**config.mk**
```make
export PLATFORM = sky130hd
export DESIGN_NAME = dec_queue_stage
export DESIGN_NICKNAME = d
export VERILOG_FILES = /design/src/rtl/dec_queue_stage.sv
export SDC_FILE = /design/constraint.sdc
export NUM_CORES = 1
export LEC_CHECK = 0
export CORE_MARGIN = 10
export CORE_UTILIZATION = 59
export CTS_CLUSTER_DIAMETER = 150
export DETAILED_ROUTE_END_ITERATION = 8
export PLACE_DENSITY = 0.83
export SLEW_MARGIN = 40
export SYNTH_ARGS = -nofsm -noshare
export SYNTH_HDL_FRONTEND = slang
export SYNTH_SLANG_ARGS = --single-unit
```
**constraint.sdc**
```tcl
create_clock -name i_clk -period 5.4 [get_ports i_clk]
set_clock_uncertainty 0.05 [all_clocks]
set_input_delay 1.08 -clock i_clk [delete_from_list [all_inputs] [get_ports i_clk]]
set_output_delay 1.08 -clock i_clk [all_outputs]
set_load 0.01 [all_outputs]
```
**src/rtl/dec_queue_stage.sv**
```systemverilog
// dec_queue_stage: RV32I(+M) decode stage with an instruction queue in front.
//
// Fetch pushes {pc, inst} into a DEPTH-entry FIFO over a valid/ready handshake.
// The FIFO head is decoded combinationally. The decoded result is loaded into
// the ID/EX output register when the downstream side can accept it. The stage
// holds the head for one cycle on a load-use dependency on the registered
// load. A flush discards everything queued and registered.
//
// Ports:
//   i_clk, i_rst            clock; synchronous active-high reset
//   i_f_valid/o_f_ready     fetch handshake (o_f_ready = count < DEPTH)
//   i_f_inst, i_f_pc        fetched instruction and its PC
//   i_flush                 redirect: drop queue, output register and this cycle's fetch
//   o_valid/i_ready         downstream (EX) handshake
//   o_pc, o_inst            PC and raw instruction of the registered entry
//   o_rs1, o_rs2, o_rd      register indices, 0 when unused or illegal
//   o_imm                   sign-extended immediate, 0 for R-type
//   o_is_*                  class flags; o_is_jump covers JAL and JALR
//   o_illegal               unsupported opcode (still delivered)
//   o_count                 queue occupancy
module dec_queue_stage #(
    parameter int unsigned DEPTH = 4,
    parameter bit          EN_M  = 1'b1
) (
    input  logic                     i_clk,
    input  logic                     i_rst,
    input  logic                     i_f_valid,
    output logic                     o_f_ready,
    input  logic [31:0]              i_f_inst,
    input  logic [31:0]              i_f_pc,
    input  logic                     i_flush,
    output logic                     o_valid,
    input  logic                     i_ready,
    output logic [31:0]              o_pc,
    output logic [31:0]              o_inst,
    output logic [4:0]               o_rs1,
    output logic [4:0]               o_rs2,
    output logic [4:0]               o_rd,
    output logic [31:0]              o_imm,
    output logic                     o_is_load,
    output logic                     o_is_store,
    output logic                     o_is_branch,
    output logic                     o_is_jump,
    output logic                     o_is_mul,
    output logic                     o_illegal,
    output logic [$clog2(DEPTH):0]   o_count
);

    localparam int unsigned PW = $clog2(DEPTH);
    localparam int unsigned CW = PW + 1;

    localparam logic [6:0] OPC_LUI    = 7'b0110111;
    localparam logic [6:0] OPC_AUIPC  = 7'b0010111;
    localparam logic [6:0] OPC_JAL    = 7'b1101111;
    localparam logic [6:0] OPC_JALR   = 7'b1100111;
    localparam logic [6:0] OPC_BRANCH = 7'b1100011;
    localparam logic [6:0] OPC_LOAD   = 7'b0000011;
    localparam logic [6:0] OPC_STORE  = 7'b0100011;
    localparam logic [6:0] OPC_OPIMM  = 7'b0010011;
    localparam logic [6:0] OPC_OP     = 7'b0110011;
    localparam logic [6:0] F7_MULDIV  = 7'b0000001;

    typedef struct packed {
        logic [31:0] pc;
        logic [31:0] inst;
    } entry_t;

    typedef struct packed {
        logic [4:0]  rs1;
        logic [4:0]  rs2;
        logic [4:0]  rd;
        logic [31:0] imm;
        logic        is_load;
        logic        is_store;
        logic        is_branch;
        logic        is_jump;
        logic        is_mul;
        logic        illegal;
    } dec_t;

    entry_t          mem [DEPTH];
    logic [PW-1:0]   wr_ptr;
    logic [PW-1:0]   rd_ptr;
    logic [CW-1:0]   count;

    entry_t          head_c;
    dec_t            dec_c;
    dec_t            out_q;
    logic            hazard_c;
    logic            out_free_c;
    logic            push_c;
    logic            pop_c;

    // Handshake qualifiers; flush overrides both push and pop.
    assign o_f_ready  = (count < CW'(DEPTH));
    assign out_free_c = !o_valid || i_ready;
    assign push_c     = i_f_valid && o_f_ready && !i_flush;
    assign pop_c      = (count != '0) && out_free_c && !hazard_c && !i_flush;

    assign head_c = mem[rd_ptr];

    // Decode the queue head; unused register fields stay 0.
    always_comb begin
        logic [31:0] inst;
        logic [31:0] imm_i;
        logic [31:0] imm_s;
        logic [31:0] imm_b;
        logic [31:0] imm_u;
        logic [31:0] imm_j;

        dec_c = '0;
        inst  = head_c.inst;
        imm_i = {{20{inst[31]}}, inst[31:20]};
        imm_s = {{20{inst[31]}}, inst[31:25], inst[11:7]};
        imm_b = {{19{inst[31]}}, inst[31], inst[7], inst[30:25], inst[11:8], 1'b0};
        imm_u = {inst[31:12], 12'b0};
        imm_j = {{11{inst[31]}}, inst[31], inst[19:12], inst[20], inst[30:21], 1'b0};

        case (inst[6:0])
            OPC_LUI, OPC_AUIPC: begin
                dec_c.rd  = inst[11:7];
                dec_c.imm = imm_u;
            end
            OPC_JAL: begin
                dec_c.rd      = inst[11:7];
                dec_c.imm     = imm_j;
                dec_c.is_jump = 1'b1;
            end
            OPC_JALR: begin
                dec_c.rs1     = inst[19:15];
                dec_c.rd      = inst[11:7];
                dec_c.imm     = imm_i;
                dec_c.is_jump = 1'b1;
            end
            OPC_BRANCH: begin
                dec_c.rs1       = inst[19:15];
                dec_c.rs2       = inst[24:20];
                dec_c.imm       = imm_b;
                dec_c.is_branch = 1'b1;
            end
            OPC_LOAD: begin
                dec_c.rs1     = inst[19:15];
                dec_c.rd      = inst[11:7];
                dec_c.imm     = imm_i;
                dec_c.is_load = 1'b1;
            end
            OPC_STORE: begin
                dec_c.rs1      = inst[19:15];
                dec_c.rs2      = inst[24:20];
                dec_c.imm      = imm_s;
                dec_c.is_store = 1'b1;
            end
            OPC_OPIMM: begin
                dec_c.rs1 = inst[19:15];
                dec_c.rd  = inst[11:7];
                dec_c.imm = imm_i;
            end
            OPC_OP: begin
                if ((inst[31:25] == F7_MULDIV) && !EN_M) begin
                    dec_c.illegal = 1'b1;
                end else begin
                    dec_c.rs1    = inst[19:15];
                    dec_c.rs2    = inst[24:20];
                    dec_c.rd     = inst[11:7];
                    dec_c.is_mul = (inst[31:25] == F7_MULDIV);
                end
            end
            default: begin
                dec_c.illegal = 1'b1;
            end
        endcase
    end

    // Load-use: head reads the register the registered load writes. Unused
    // and illegal sources decode to 0, and o_rd != 0 keeps x0 out.
    assign hazard_c = o_valid && o_is_load && (o_rd != 5'd0) &&
                      ((dec_c.rs1 == o_rd) || (dec_c.rs2 == o_rd));

    // Queue storage; no reset needed, entries are only read once written.
    always_ff @(posedge i_clk) begin
        if (push_c) begin
            mem[wr_ptr] <= '{pc: i_f_pc, inst: i_f_inst};
        end
    end

    // Pointers and occupancy.
    always_ff @(posedge i_clk) begin
        if (i_rst || i_flush) begin
            wr_ptr <= '0;
            rd_ptr <= '0;
            count  <= '0;
        end else begin
            if (push_c) begin
                wr_ptr <= wr_ptr + PW'(1);
            end
            if (pop_c) begin
                rd_ptr <= rd_ptr + PW'(1);
            end
            case ({push_c, pop_c})
                2'b10:   count <= count + CW'(1);
                2'b01:   count <= count - CW'(1);
                default: count <= count;
            endcase
        end
    end

    // ID/EX output register: load on pop, bubble when free and idle, else hold.
    always_ff @(posedge i_clk) begin
        if (i_rst) begin
            o_valid <= 1'b0;
            o_pc    <= '0;
            o_inst  <= '0;
            out_q   <= '0;
        end else if (i_flush) begin
            o_valid <= 1'b0;
        end else if (pop_c) begin
            o_valid <= 1'b1;
            o_pc    <= head_c.pc;
            o_inst  <= head_c.inst;
            out_q   <= dec_c;
        end else if (out_free_c) begin
            o_valid <= 1'b0;
        end
    end

    assign o_rs1       = out_q.rs1;
    assign o_rs2       = out_q.rs2;
    assign o_rd        = out_q.rd;
    assign o_imm       = out_q.imm;
    assign o_is_load   = out_q.is_load;
    assign o_is_store  = out_q.is_store;
    assign o_is_branch = out_q.is_branch;
    assign o_is_jump   = out_q.is_jump;
    assign o_is_mul    = out_q.is_mul;
    assign o_illegal   = out_q.illegal;
    assign o_count     = count;

endmodule

```
==> metrics <==
status=finished clean; Vias per Instance=6.329; Hold EP=o_inst[4]$_SDFFE_PP0P_; via count=9626; H-tree levels=2; initial antenna violation count=5; height of the die=178.7 um; f_max=218.4 MHz; synth unique cells=63; global-route wire length before repair=55.81 mm; die width=178.7 um; Lkg Pwr=0.005650 uW; DR WL/cell=24.12 um; Synth warnings=0; Worst Setup End Kind=register; Root Buffer=clkbuf_16; period utilization=84.81%; Avg Cell Area, Syn=14.99 um2; crit-path max FO=38; final setup fails=0; detailed-route DRC error count=0; Max-cap violations=0; most frequent cell after synthesis=edfxtp_1; worst setup margin=820.3 ps; switch share=20.86%; Worst Setup Path Type=reg -> reg; TritonCTS clock tree=done; peak per-stage delay on the critical path=710 ps; Clk network pwr share=41.9%; Core Region=24960 um2; arrival time at the worst endpoint=4990 ps; main flop type after synthesis=edfxtp_1; top post-synthesis cells by count=edfxtp_1, dfxtp_1, a21oi_1, mux4_2, nand3_1; CTS Hold Bufs=0; post-synth top area share=51.73%; Post-CTS Setup Repair Bufs=0; R2R Setup Slk=820 ps; Bufs on Longest Clock Path=3; Final #Nets=1233; final cell count without fillers=1521; Synth Instances=991; setup_tns=0 ps; Period minus WS final=4580 ps; dpl ws=880.7 ps; Total GRT Usage=22.58%; hold crit path type=reg -> reg; internal power=4785 uW; sequential fraction of the synthesis area=68.84%; post-cts repair resize count=0; Starting Density=59.52%; syn nets=1066; reg2reg end=o_count[2]$_SDFFE_PP0P_; Starting DRT DRC Count=1282; Rows=58; Die ar.=31930 um2; Slew HR=43.52%; Slew @ Worst Pin=840.8 ps; Pins Over Slew Limit=0; CTS sink count=383; I/O Pins=191; GRT overflow=0; Worst-Skew Late Latency=530 ps; Worst EP required=5810 ps; largest delay contributor family on the critical path=simple AND/OR/NAND/NOR gates; total CTS buffers=38; PortBufs=190; Post-Route WL=36.68 mm; router iterations before antenna repair=7; Antenna Nets Post-Route=0; hold path depth=2; Yosys top cell by area=edfxtp_1; Seq pwr share=52.9%; final hold vios=0; Finished Core Util=72.97%; hold path start=o_inst[4]$_SDFFE_PP0P_; EDFF count, synth=256; dpl hpwl=23.79 mm; Worst Path Buf+Inv=2; Worst R2R Path Depth=13; Inst Count DP=1448; Yosys reg bits=383; Max stage delay cell, worst path=dfxtp_4; maximum VDD drop=0.3668 mV; worst path cell trace=mux4_2 > and4bb_1 > nand2_1 > mux2_2 > o31a_2 > nand2_4 > inv_4 > ha_1 > inv_1 > fa_1 > xor2_1 > or3_1 > a21oi_1; asr flop ratio synth=0%; Fill cells=1565; RePlAce Congestion=0.9322; P per Cell Area=332.0 nW/um2; share of cells above drive strength 1=14.98%; top cells by area, synth=edfxtp_1, dfxtp_1, mux4_2, a21oi_1, nand3_1; number of global-route vias before repair=9686; largest net degree at the start of global routing=84; CTS clock-pin slew for the worst setup and hold paths=60 ps; Syn-to-layout area delta=22.58%; Combinational Power Share=5.2%; RSZ-0062 raised after global routing=false; Net Sw Power=1262 uW; CP Launch Type=register; Mapped Area=14860 um2
cells in the final DEF (no fill, tap or decap), types with 3 or more instances in the layout:
cell type        synthesis  layout
buf_12                   0       5
a31o_2                  15      15
clkinv_1                 1      11
o211ai_1                22      22
xor2_1                   3       3
o31ai_1                 14      14
ha_1                     5       5
nand2b_1                 3       3
clkbuf_1                35       9
a21oi_1                109     109
nor2b_1                  3       3
nor2_1                  15      15
and2_4                   0       4
inv_6                    0       3
o21ai_0                 25      25
nand2_1                 31      31
dfxtp_1                127     125
clkbuf_16                0      38
nand4_1                  5       5
a31oi_1                  5       5
o21ai_1                 43      43
or3_1                    3       3
nand3_1                 56      56
a211oi_2                15      15
clkdlybuf4s50_1          0     189
nor3_1                  19      18
inv_1                   15      15
buf_4                    7       9
or4_1                    4       4
a311oi_1                 8       8
edfxtp_1               256     256
diode_2                  0       3
mux4_2                  64      64
nor4_1                   4       4
bufinv_16                0       3
power by group through the flow:
stage / registers [uW] / clock network, uW / logic, uW
after global placement: 3260 / 0 / 302
final: 3200 / 2530 / 316
after CTS: 3200 / 2570 / 315
after floorplan: 3270 / 0 / 147
after global routing: 3200 / 2690 / 338
after detailed placement: 3260 / 0 / 313
flip-flops by register name, indices dropped and copies added (netlist names), 2 cells and up, named ones only:
name / cells
o_inst: 32
o_pc: 32
o_count: 3
o_rd: 5
o_rs2: 5
o_imm: 32
rd_ptr: 2
mem: 256
o_rs1: 5
wr_ptr: 2
through the flow:
stage	hold WS [ps]	area, um2	total power, uW
floorplan	402.9	14860	3414
finish	426.8	18220	6047
global route	452.8	18210	6227
detailed placement	418.7	17010	3575
global placement	413.5	16860	3562
CTS	427.3	18210	6084
final cells by class:
cell class	instances	area, um2	area share [%]
Sequential cell	383	10240	56.20
Clock buffer	48	998.5	5.482
Timing Repair Buffer	206	2110	11.58
Tap cell	330	412.9	2.267
Antenna cell	3	7.507	0.04121
Multi-Input combinational cell	512	4179	22.94
Inverter	17	66.31	0.3641
Clock inverter	22	203.9	1.120
worst min-delay path: stages, from the launching register on:
cell and delay, ps:
dfxtp_1 310, o21ai_0 60, a21oi_1 60
routing by layer:
layer | vias up | GRT usage (%) | routed length, um
met5 | - | 0 | 27
met4 | 4 | 7.441 | 961
met3 | 77 | 6.045 | 3745
met2 | 490 | 36.66 | 17940
met1 | 4802 | 29.11 | 14010
li1 | 4253 | - | -
worst max-delay path by stage:
stage	endpoint	cells after the start	slack, ps
final	o_count[2]$_SDFFE_PP0P_	13	820
after global routing	o_count[2]$_SDFFE_PP0P_	13	510
after CTS	o_count[2]$_SDFFE_PP0P_	13	850
after detailed placement	o_count[2]$_SDFFE_PP0P_	13	880
after global placement	o_count[2]$_SDFFE_PP0P_	13	980
after floorplan	o_count[2]$_SDFFE_PP0P_	16	1720
cell families (layout without fill, tap and decap cells):
logic type,count (synthesis),after routing,share of synthesized area (%)
flip-flops,383,383,68.84
buffers and inverters,96,293,3.158
AND/OR/NAND/NOR,165,165,5.827
adder cells (fa/ha/maj),6,6,0.5557
XOR/XNOR,5,5,0.2948
AO/OA/AOI/OAI,271,271,11.54
other,0,3,0
multiplexers,65,65,9.776
Note: power is estimated with default switching activity, not from simulation.
==> variant, RTL diff (same settings) <==
Reset style: asynchronous (`i_rst`), changed in one clocked block. Comments in the files are not updated.
--- a/src/rtl/dec_queue_stage.sv
+++ b/src/rtl/dec_queue_stage.sv
@@ -205,7 +205,7 @@
     end
 
     // ID/EX output register: load on pop, bubble when free and idle, else hold.
-    always_ff @(posedge i_clk) begin
+    always_ff @(posedge i_clk or posedge i_rst) begin
         if (i_rst) begin
             o_valid <= 1'b0;
             o_pc    <= '0;
Function: differs if i_rst is asserted again (counterexample within 4 cycles, from zero or initial values and one cycle with i_rst high); with i_rst held inactive, the same outputs for 4 cycles.
==> variant against the original RTL <==
Worst setup slack better by 0.11 ns; synthesized area rose by 0.73%; maximum frequency up 2.4%; final area grew 1.2%; sequential cell count unchanged; count of clock-buffer cells in the layout increased by 10; wire length fell by 8.8%; first-iteration DRC count down 47%; largest cell class unchanged; highest routed layer unchanged.
Power is not compared: it rests on default switching activity, and its combinational part moved more than twofold at a synthesized area within 25%.
==> variant: results (changes against the original RTL) <==
syn_to_final_growth_pct: 23.11
cts_resized: 0  # unchanged
maxSlewHeadroom_pct: 49.21  # +5.7 points
finalWeightedCongestion: 0.9147  # -1.9%
fill_cells: 1514  # -3.3%
dpl_worst_slack_ns: 0.7438  # -0.1369 ns
yosysSeqAreaShare_pct: 72.29  # +3.4 points
post_cts_buffers: 0  # unchanged
post-route-period-util_pct: 82.81  # -2.0 points
critPathTopFamily: "compound AO/OA/AOI/OAI gates"
status: "completed"
first_pass_iters: 5  # -2
grt_max_degree: 89  # +6.0%
io_buffers: 190  # unchanged
avgSynthCellArea_um2: 18.46  # +23%
final_cells: 1379  # -9.3%
largest_register_ffs: 256  # unchanged
yosysWarnings: 0  # unchanged
synthTopCellsByArea: "edfxtp_1 (51%), dfrtp_1 (20%), mux4_2 (9.6%)"
hp-class: "reg -> reg"
htree_levels: 2  # unchanged
synth_top_cell_area_share_pct: 51.36  # -0.38 points
post_drt_wl_per_cell_um: 24.25  # +0.55%
cp.arrival_ns: 4.87  # -0.12 ns
crit_slowest_cell: "mux4_2"
dp.cells: 1305  # -9.9%
viasPerCell: 5.878  # -7.1%
synth_nets: 886  # -17%
grt_pass1_wl_mm: 51.27  # -8.1%
async_flop_share_pct: 30.81  # +31 points
synthTopCellsByCount: "edfxtp_1 (256), dfrtp_1 (118), mux4_2 (64), inv_1 (46), mux2_2 (43)"
route.detailed.drc: 0  # unchanged
first_global_vias: 8665  # -11%
yosysUniqueCellTypes: 58  # -7.9%
final.setup.worst_slack_ns: 0.9281  # +0.1077 ns
nets: 1091  # -12%
crit_path_max_fanout: 24  # -37%
placed_cell_area_mm2: 0.01723  # +1.3%
clk_pin_slew_worst_paths_ns: 0.06  # about the same
grt_usage_pct: 20.97  # -1.6 points
hold_start: "o_pc[6]"
antenna_found_initial: 5  # unchanged
hpwlAfterDp_mm: 21.98  # -7.6%
cp_slowest_stage_delay_ns: 0.67  # -0.04 ns
top_register: "mem"
clkLatencyLatePin_ns: 0.52
drive_above_1_share_pct: 17.67  # +2.7 points
numCtsBuffers: 39  # +2.6%
first_iter_violations: 675  # -47%
[variant: cell count changes in the layout (fill, tap and decap cells not counted), moves of 19 or more]
cell     delta
mux2_2     +42
mux2i_1    +35
a21oi_1    -75
o21ai_0    -19
dfxtp_1   -118
mux2_1     +33
dfrtp_1   +118
nand3_1    -53
inv_1      +30
o21ai_1    -42
[variant: final cells by class]
| type | count | area share [%] |
|---|---|---|
| antenna | 2 | 0.02716 |
| clock buffer | 58 | 5.853 |
| tap | 330 | 2.241 |
| sequential | 383 | 58.76 |
| multi-input combinational | 345 | 20.34 |
| timing repair buffer | 201 | 11.18 |
| inverter | 46 | 0.9777 |
| clock inverter | 14 | 0.6315 |
[variant: metal layers]
layer	vias up	global-route usage (%)	wire length (µm)
met1	4180	27.14	13450
met4	6	5.671	627
li1	3561	-	-
met3	60	5.055	2460
met5	-	0	42
met2	299	34.96	16860
[variant: cells by family (layout without fill, tap and decap cells)]
logic type	Yosys count	after routing	share of synthesized area [%]
DFF	383	383	72.29
muxes	175	175	17.69
buffers and inverters	83	319	2.834
and+or+nand+nor	80	80	2.892
AOI/OAI and AO/OA	77	77	3.335
xor gates and xnor gates	7	7	0.4096
adders and majority gates	6	6	0.5517
other	0	2	0
[variant: where the power goes]
group / leakage (nW) / internal [mW] / switching (mW)
clock: 0.577 / 1.44 / 1.07
combinational: 2.21 / 1.09 / 0.796
sequential: 3.88 / 3.57 / 0.306
total: 6.67 / 6.10 / 2.17
[variant: final timing paths]
check	endpoint	slack [ns]	depth (start not counted)
worst max register to register	o_count[2]	0.93	13
worst min register to register	o_pc[6]	0.44	1
min in group asynchronous	o_inst[20]	1.06	2
worst min-delay path	o_pc[6]	0.44	1
worst max-delay path	o_count[2]	0.93	13
max in group asynchronous	o_pc[26]	3.34	3
